### src/rtl/sram_arbiter_if.sv
// Signal bundle between the fetch port, the data port, the arbiter and the shared SRAM port.
interface sram_arbiter_if #(
  parameter int AW = 32,
  parameter int DW = 32
);
  logic          if_req;
  logic [AW-1:0] if_addr;
  logic          if_gnt;
  logic          if_rvalid;
  logic [DW-1:0] if_rdata;

  logic          dm_req;
  logic          dm_we;
  logic [3:0]    dm_wstrb;
  logic [AW-1:0] dm_addr;
  logic [DW-1:0] dm_wdata;
  logic          dm_gnt;
  logic          dm_rvalid;
  logic [DW-1:0] dm_rdata;

  logic          mem_req;
  logic          mem_we;
  logic [3:0]    mem_wstrb;
  logic [AW-1:0] mem_addr;
  logic [DW-1:0] mem_wdata;
  logic          mem_gnt;
  logic          mem_rvalid;
  logic [DW-1:0] mem_rdata;

  modport slave (
    input  if_req, if_addr,
    output if_gnt, if_rvalid, if_rdata,
    input  dm_req, dm_we, dm_wstrb, dm_addr, dm_wdata,
    output dm_gnt, dm_rvalid, dm_rdata,
    output mem_req, mem_we, mem_wstrb, mem_addr, mem_wdata,
    input  mem_gnt, mem_rvalid, mem_rdata
  );

  modport master (
    output if_req, if_addr,
    input  if_gnt, if_rvalid, if_rdata,
    output dm_req, dm_we, dm_wstrb, dm_addr, dm_wdata,
    input  dm_gnt, dm_rvalid, dm_rdata,
    input  mem_req, mem_we, mem_wstrb, mem_addr, mem_wdata,
    output mem_gnt, mem_rvalid, mem_rdata
  );
endinterface

### src/rtl/sram_arbiter.sv
// Fetch/data arbiter onto one SRAM port with a single transaction in flight; the data
// port wins ties until the fetch port has lost STARVE_LIMIT arbitrations in a row.
module sram_arbiter #(
  parameter int AW           = 32,
  parameter int DW           = 32,
  parameter int STARVE_LIMIT = 4
) (
  input  logic          clk,
  input  logic          rst,
  sram_arbiter_if.slave bus,
  output logic          busy_o
);
  localparam int            CW    = $clog2(STARVE_LIMIT + 2);
  localparam logic [CW-1:0] LIMIT = CW'(STARVE_LIMIT);

  typedef enum logic [1:0] {ST_IDLE = 2'd0, ST_REQ = 2'd1, ST_RESP = 2'd2} state_e;

  state_e        state_q;
  logic          owner_q;  // 1'b1: data port owns the transaction
  logic          mem_req_q;
  logic          we_q;
  logic [3:0]    wstrb_q;
  logic [AW-1:0] addr_q;
  logic [DW-1:0] wdata_q;
  logic [CW-1:0] starve_q;
  logic [CW-1:0] starve_d;
  logic          dm_win_d;

  // Winner selection and starvation count for an arbitration taken this cycle
  always_comb begin
    dm_win_d = 1'b0;
    starve_d = starve_q;
    if (bus.dm_req && (!bus.if_req || (starve_q < LIMIT))) dm_win_d = 1'b1;
    else dm_win_d = 1'b0;
    // dm only beats a waiting fetch below LIMIT, so the increment saturates by construction
    if (dm_win_d && bus.if_req) starve_d = starve_q + CW'(1);
    else if (!dm_win_d && bus.if_req) starve_d = '0;
    else starve_d = starve_q;
  end

  // Transaction FSM: latch winner in IDLE, present it until accepted, await response
  always_ff @(posedge clk) begin
    if (rst) begin
      state_q   <= ST_IDLE;
      owner_q   <= 1'b0;
      mem_req_q <= 1'b0;
      we_q      <= 1'b0;
      wstrb_q   <= 4'h0;
      addr_q    <= '0;
      wdata_q   <= '0;
      starve_q  <= '0;
    end else begin
      case (state_q)
        ST_IDLE: begin
          if (bus.if_req || bus.dm_req) begin
            owner_q   <= dm_win_d;
            addr_q    <= dm_win_d ? bus.dm_addr : bus.if_addr;
            we_q      <= dm_win_d & bus.dm_we;
            wstrb_q   <= dm_win_d ? bus.dm_wstrb : 4'h0;
            wdata_q   <= dm_win_d ? bus.dm_wdata : '0;
            starve_q  <= starve_d;
            mem_req_q <= 1'b1;
            state_q   <= ST_REQ;
          end
        end
        ST_REQ: begin
          if (bus.mem_gnt) begin
            mem_req_q <= 1'b0;
            state_q   <= ST_RESP;
          end
        end
        ST_RESP: begin
          if (bus.mem_rvalid) state_q <= ST_IDLE;
        end
        default: begin
          mem_req_q <= 1'b0;
          state_q   <= ST_IDLE;
        end
      endcase
    end
  end

  // Every output is forced low while reset is held, whatever state reset interrupted
  assign busy_o        = !rst && (state_q != ST_IDLE);
  assign bus.mem_req   = !rst && mem_req_q;
  assign bus.mem_we    = !rst && we_q;
  assign bus.mem_wstrb = rst ? 4'h0 : wstrb_q;
  assign bus.mem_addr  = rst ? '0 : addr_q;
  assign bus.mem_wdata = rst ? '0 : wdata_q;

  assign bus.if_gnt    = !rst && (state_q == ST_REQ) && bus.mem_gnt && !owner_q;
  assign bus.dm_gnt    = !rst && (state_q == ST_REQ) && bus.mem_gnt && owner_q;
  assign bus.if_rvalid = !rst && (state_q == ST_RESP) && bus.mem_rvalid && !owner_q;
  assign bus.dm_rvalid = !rst && (state_q == ST_RESP) && bus.mem_rvalid && owner_q;
  assign bus.if_rdata  = rst ? '0 : bus.mem_rdata;
  assign bus.dm_rdata  = rst ? '0 : bus.mem_rdata;
endmodule

### src/flat_wrapper.sv
// flat-port wrapper written by rule: the top's interface ports become plain ports
module sram_arbiter_flat 
#(
  parameter int AW           = 32,
  parameter int DW           = 32,
  parameter int STARVE_LIMIT = 4
)
  (clk, rst, busy_o, bus_if_req, bus_if_addr, bus_if_gnt, bus_if_rvalid, bus_if_rdata, bus_dm_req, bus_dm_we, bus_dm_wstrb, bus_dm_addr, bus_dm_wdata, bus_dm_gnt, bus_dm_rvalid, bus_dm_rdata, bus_mem_req, bus_mem_we, bus_mem_wstrb, bus_mem_addr, bus_mem_wdata, bus_mem_gnt, bus_mem_rvalid, bus_mem_rdata);
  sram_arbiter_if #(.AW(AW), .DW(DW)) bus_i ();
  input  logic clk;
  input  logic rst;
  output logic busy_o;
  input wire logic [$bits(bus_i.if_req)-1:0] bus_if_req;
  input wire logic [$bits(bus_i.if_addr)-1:0] bus_if_addr;
  output wire logic [$bits(bus_i.if_gnt)-1:0] bus_if_gnt;
  output wire logic [$bits(bus_i.if_rvalid)-1:0] bus_if_rvalid;
  output wire logic [$bits(bus_i.if_rdata)-1:0] bus_if_rdata;
  input wire logic [$bits(bus_i.dm_req)-1:0] bus_dm_req;
  input wire logic [$bits(bus_i.dm_we)-1:0] bus_dm_we;
  input wire logic [$bits(bus_i.dm_wstrb)-1:0] bus_dm_wstrb;
  input wire logic [$bits(bus_i.dm_addr)-1:0] bus_dm_addr;
  input wire logic [$bits(bus_i.dm_wdata)-1:0] bus_dm_wdata;
  output wire logic [$bits(bus_i.dm_gnt)-1:0] bus_dm_gnt;
  output wire logic [$bits(bus_i.dm_rvalid)-1:0] bus_dm_rvalid;
  output wire logic [$bits(bus_i.dm_rdata)-1:0] bus_dm_rdata;
  output wire logic [$bits(bus_i.mem_req)-1:0] bus_mem_req;
  output wire logic [$bits(bus_i.mem_we)-1:0] bus_mem_we;
  output wire logic [$bits(bus_i.mem_wstrb)-1:0] bus_mem_wstrb;
  output wire logic [$bits(bus_i.mem_addr)-1:0] bus_mem_addr;
  output wire logic [$bits(bus_i.mem_wdata)-1:0] bus_mem_wdata;
  input wire logic [$bits(bus_i.mem_gnt)-1:0] bus_mem_gnt;
  input wire logic [$bits(bus_i.mem_rvalid)-1:0] bus_mem_rvalid;
  input wire logic [$bits(bus_i.mem_rdata)-1:0] bus_mem_rdata;
  assign bus_i.if_req = bus_if_req;
  assign bus_i.if_addr = bus_if_addr;
  assign bus_if_gnt = bus_i.if_gnt;
  assign bus_if_rvalid = bus_i.if_rvalid;
  assign bus_if_rdata = bus_i.if_rdata;
  assign bus_i.dm_req = bus_dm_req;
  assign bus_i.dm_we = bus_dm_we;
  assign bus_i.dm_wstrb = bus_dm_wstrb;
  assign bus_i.dm_addr = bus_dm_addr;
  assign bus_i.dm_wdata = bus_dm_wdata;
  assign bus_dm_gnt = bus_i.dm_gnt;
  assign bus_dm_rvalid = bus_i.dm_rvalid;
  assign bus_dm_rdata = bus_i.dm_rdata;
  assign bus_mem_req = bus_i.mem_req;
  assign bus_mem_we = bus_i.mem_we;
  assign bus_mem_wstrb = bus_i.mem_wstrb;
  assign bus_mem_addr = bus_i.mem_addr;
  assign bus_mem_wdata = bus_i.mem_wdata;
  assign bus_i.mem_gnt = bus_mem_gnt;
  assign bus_i.mem_rvalid = bus_mem_rvalid;
  assign bus_i.mem_rdata = bus_mem_rdata;
  sram_arbiter #(.AW(AW), .DW(DW), .STARVE_LIMIT(STARVE_LIMIT)) u_core (.clk(clk), .rst(rst), .bus(bus_i), .busy_o(busy_o));
endmodule
### config.mk
export PLATFORM = sky130hd
export DESIGN_NAME = sram_arbiter_flat
export DESIGN_NICKNAME = d
export VERILOG_FILES = /design/src/rtl/sram_arbiter_if.sv /design/src/rtl/sram_arbiter.sv /design/src/flat_wrapper.sv
export SDC_FILE = /design/constraint.sdc
export NUM_CORES = 1
export LEC_CHECK = 0
export CORE_MARGIN = 4
export CORE_UTILIZATION = 39
export CTS_CLUSTER_DIAMETER = 50
export DETAILED_ROUTE_END_ITERATION = 12
export HOLD_SLACK_MARGIN = 0.08
export PLACE_DENSITY = 0.95
export SLEW_MARGIN = 40
export SYNTH_ARGS = -nofsm -noshare
export SYNTH_HDL_FRONTEND = slang
export SYNTH_SLANG_ARGS = --single-unit
### constraint.sdc
create_clock -name clk -period 3.42 [get_ports clk]
set_clock_uncertainty 0.15 [all_clocks]
set_input_delay 0.684 -clock clk [delete_from_list [all_inputs] [get_ports clk]]
set_output_delay 0.684 -clock clk [all_outputs]
set_load 0.01 [all_outputs]
==> results.cfg <==
[critical_path]
crit_start_category = input pin
worst_r2r_startpoint = u_core.state_q[1]
reg2reg_depth = 4
critPathKind = input pin to output pin
worst_setup_path_startpoint = rst
worst_setup_path_end_kind = output pin
reg2reg_to = u_core.addr_q[27]
worst-r2r-setup-slack_ns = 1.50
timing.critical_path.fanout_max = 40
cp.required_ns = 2.59
endpoint = bus_dm_rvalid
worstPathArrival_ns = 2.25

[global_route]
grt_pass1_wl_um = 23950
grt-ovfl-total = 0
first_global_vias = 4774
largest_net_degree_at_the_start_of_global_routing = 74
gr-usage-all-layers_pct = 23.63
grt_antenna_before_repair = 0

[sta]
rsz0062_at_grt = false
worst_slew_pin_slew_ns = 0.7672
period_minus_slack_ns = 3.085
finalWorstSetupSlack_ns = 0.3347
report.final.slew_viol_count = 0
timing.setup.tns_ns = 0
report.final.hold_viol_count = 0
timing.max_slew.rel_slack_pct = 48.85
fmax_mhz = 324.1
final-setup-viol-count = 0
crit_share_post_route_pct = 90.21

[drt]
wirelength_um = 15250
vias = 4890
wire_per_inst_um = 16.94
vias_per_cell = 5.433
drt_iter0_drcs = 337
firstDrtPassIters = 5
drt.antenna.violating_nets = 0
drc = 0

[clock_tree]
cts_tree = done
cts_htree_levels = 3
clock_path_buffers = 2
post_cts_hold_buffer_count = 0
cts_inserted_buffers = 9
post-cts-setup-buffer-count = 0
clock_latency_ns = 0.34
post_cts_resize_count = 0
cts.clk_slew.worst_paths_ns = 0.07
root_buffer = sky130_fd_sc_hd__clkbuf_8
clock_sinks = 76

[placement]
gp_congestion = 0.8540
dp_hpwl_um = 11270
placement.setup.worst_slack_ns = 0.3096
portBuffers = 277

[logic_synthesis]
synth_enable_flop_cells = 0
netlist.top_cell.by_area = sky130_fd_sc_hd__dfxtp_1
postSynthNetCount = 687
post_synth_most_frequent_cells = sky130_fd_sc_hd__nor2b_1 (103), sky130_fd_sc_hd__dfxtp_1 (76), sky130_fd_sc_hd__a21oi_1 (75), sky130_fd_sc_hd__nand2_1 (72), sky130_fd_sc_hd__clkbuf_1 (42)
synth_cell_types = 24
netlist_area_mm2 = 0.004139
synthCells = 547
ys_top_cells_by_area = sky130_fd_sc_hd__dfxtp_1 (37%), sky130_fd_sc_hd__nor2b_1 (16%), sky130_fd_sc_hd__a21oi_1 (9.1%)
synth_top_cell_area_share_pct = 36.76
post-synth-top-count-cell = sky130_fd_sc_hd__nor2b_1
synth_seq_cells = 76
sequential_cell_area_fraction_in_the_yosys_report_pct = 36.76
synthesis.area_per_instance_um2 = 7.567
async_flop_share_pct = 0
synthFlopType = sky130_fd_sc_hd__dfxtp_1
yosys_warnings = 0

[pwr]
irDropWorstVdd_v = 0.0002020
p_leak_nw = 2.509
power.net_switching_w = 0.0006945
pwr_density_cell_mw_per_mm2 = 369.7
p_int_w = 0.001890
power.combinational.fraction_pct = 28.2
p_seq_share_pct = 39.0
switching_fraction_pct = 26.87
clockPowerShare_pct = 32.9

[floorplan]
row_count = 37
fp.dieW_um = 111.0
io_pins = 278
initial_utilization_pct = 40.09
floorplan.die_area_mm2 = 0.01233
die-height_um = 111.0
core_area_mm2 = 0.01032

[cells_and_area]
num-nets-final = 899
area.growth.synth_to_final_pct = 68.92
fillCellCount = 806
drive_above_1_share_pct = 4.581
antenna_cells = 0

[hold_path]
worstHoldPathType = flip-flop to flip-flop

[run]
count_of_maximum_capacitance_violations = 0

[run_status]
outcome = finished clean
## placed cells by master, fill, tap and decap left out, types with 2 or more instances in the layout
cell                              count
sky130_fd_sc_hd__a21oi_1             75
sky130_fd_sc_hd__a311oi_1            32
sky130_fd_sc_hd__buf_4               14
sky130_fd_sc_hd__bufinv_16            3
sky130_fd_sc_hd__clkbuf_8            11
sky130_fd_sc_hd__clkdlybuf4s50_1    276
sky130_fd_sc_hd__dfxtp_1             76
sky130_fd_sc_hd__nand2_1             72
sky130_fd_sc_hd__nand4_1             39
sky130_fd_sc_hd__nor2_1               3
sky130_fd_sc_hd__nor2_2               2
sky130_fd_sc_hd__nor2b_1            103
sky130_fd_sc_hd__nor4_1               2
sky130_fd_sc_hd__nor4b_1              2
sky130_fd_sc_hd__o21ai_0             18
sky130_fd_sc_hd__o21ai_1             21
sky130_fd_sc_hd__or2_1                2
sky130_fd_sc_hd__or3b_1               2
## per-layer routing
metal	wire length, um	GRT usage, %	vias up	part of all wire [%]
li1	-	-	2304	-
met1	5398	24.56	2267	35
met2	7936	43.37	277	52
met3	1375	7.096	42	9.0
met4	538	10.95	0	3.5
met5	0	0	-	0
## worst max-delay path, stage by stage
cell and delay, ns:
sky130_fd_sc_hd__buf_4 0.25, sky130_fd_sc_hd__buf_4 0.27, sky130_fd_sc_hd__nor4b_1 0.42, sky130_fd_sc_hd__clkdlybuf4s50_1 0.61
## through the flow
step                util, %  cells  cell area [um^2]  hold WS (ns)  power, W
floorplan                 -    547              4139        0.2818  0.001372
global placement      65.30    884              6741        0.2929  0.001728
detailed placement    65.30    884              6741        0.3142  0.001752
CTS                   67.73    900              6992        0.3250  0.002602
global route          67.73    900              6992        0.3354  0.002716
finish                67.73    900              6992        0.3258  0.002585
## cell type report
type | instances | area (um^2) | area share (%)
Inverter | 1 | 3.754 | 0.05369
Clock buffer | 12 | 155.1 | 2.219
Tap cell | 136 | 170.2 | 2.434
Clock inverter | 4 | 95.09 | 1.360
Multi-Input combinational cell | 380 | 2158 | 30.87
Timing Repair Buffer | 291 | 2888 | 41.30
Sequential cell | 76 | 1521 | 21.76
## state kept, by name, summed over array words and instances (netlist names)
| name | count |
|---|---|
| u_core.addr_q | 32 |
| u_core.wdata_q | 32 |
| u_core.wstrb_q | 4 |
| u_core.starve_q | 3 |
| u_core.state_q | 2 |
| u_core.mem_req_q | 1 |
| u_core.owner_q | 1 |
| u_core.we_q | 1 |
## cell families after synthesis
logic type | after synthesis | synth area share, %
compound gates | 149 | 21.19
fa+ha+maj | 1 | 0.3022
buf+inv | 91 | 11.49
flops | 76 | 36.76
simple gates | 230 | 30.26
## how the worst min path moves through the flow
stage / start / endpoint / slack [ns] / depth (start not counted)
2_1_floorplan: u_core.mem_req_q / u_core.mem_req_q / 0.28 / 2
3_3_place_gp: u_core.starve_q[1] / u_core.starve_q[1] / 0.29 / 2
3_5_place_dp: u_core.wdata_q[31] / u_core.wdata_q[31] / 0.31 / 2
4_1_cts: u_core.wdata_q[31] / u_core.wdata_q[31] / 0.33 / 2
5_1_grt: u_core.starve_q[1] / u_core.starve_q[1] / 0.34 / 2
6_report: u_core.wdata_q[11] / u_core.wdata_q[11] / 0.33 / 2
## power by group through the flow
stage                     sequential (W)  combinational, W  clock [W]
after CTS                        0.00101          0.000729   0.000867
after global routing             0.00101          0.000785   0.000917
after global placement           0.00102          0.000708          0
final                            0.00101          0.000728   0.000850
after floorplan                  0.00101          0.000365          0
after detailed placement         0.00102          0.000727          0
(Power assumes the default switching activity.)
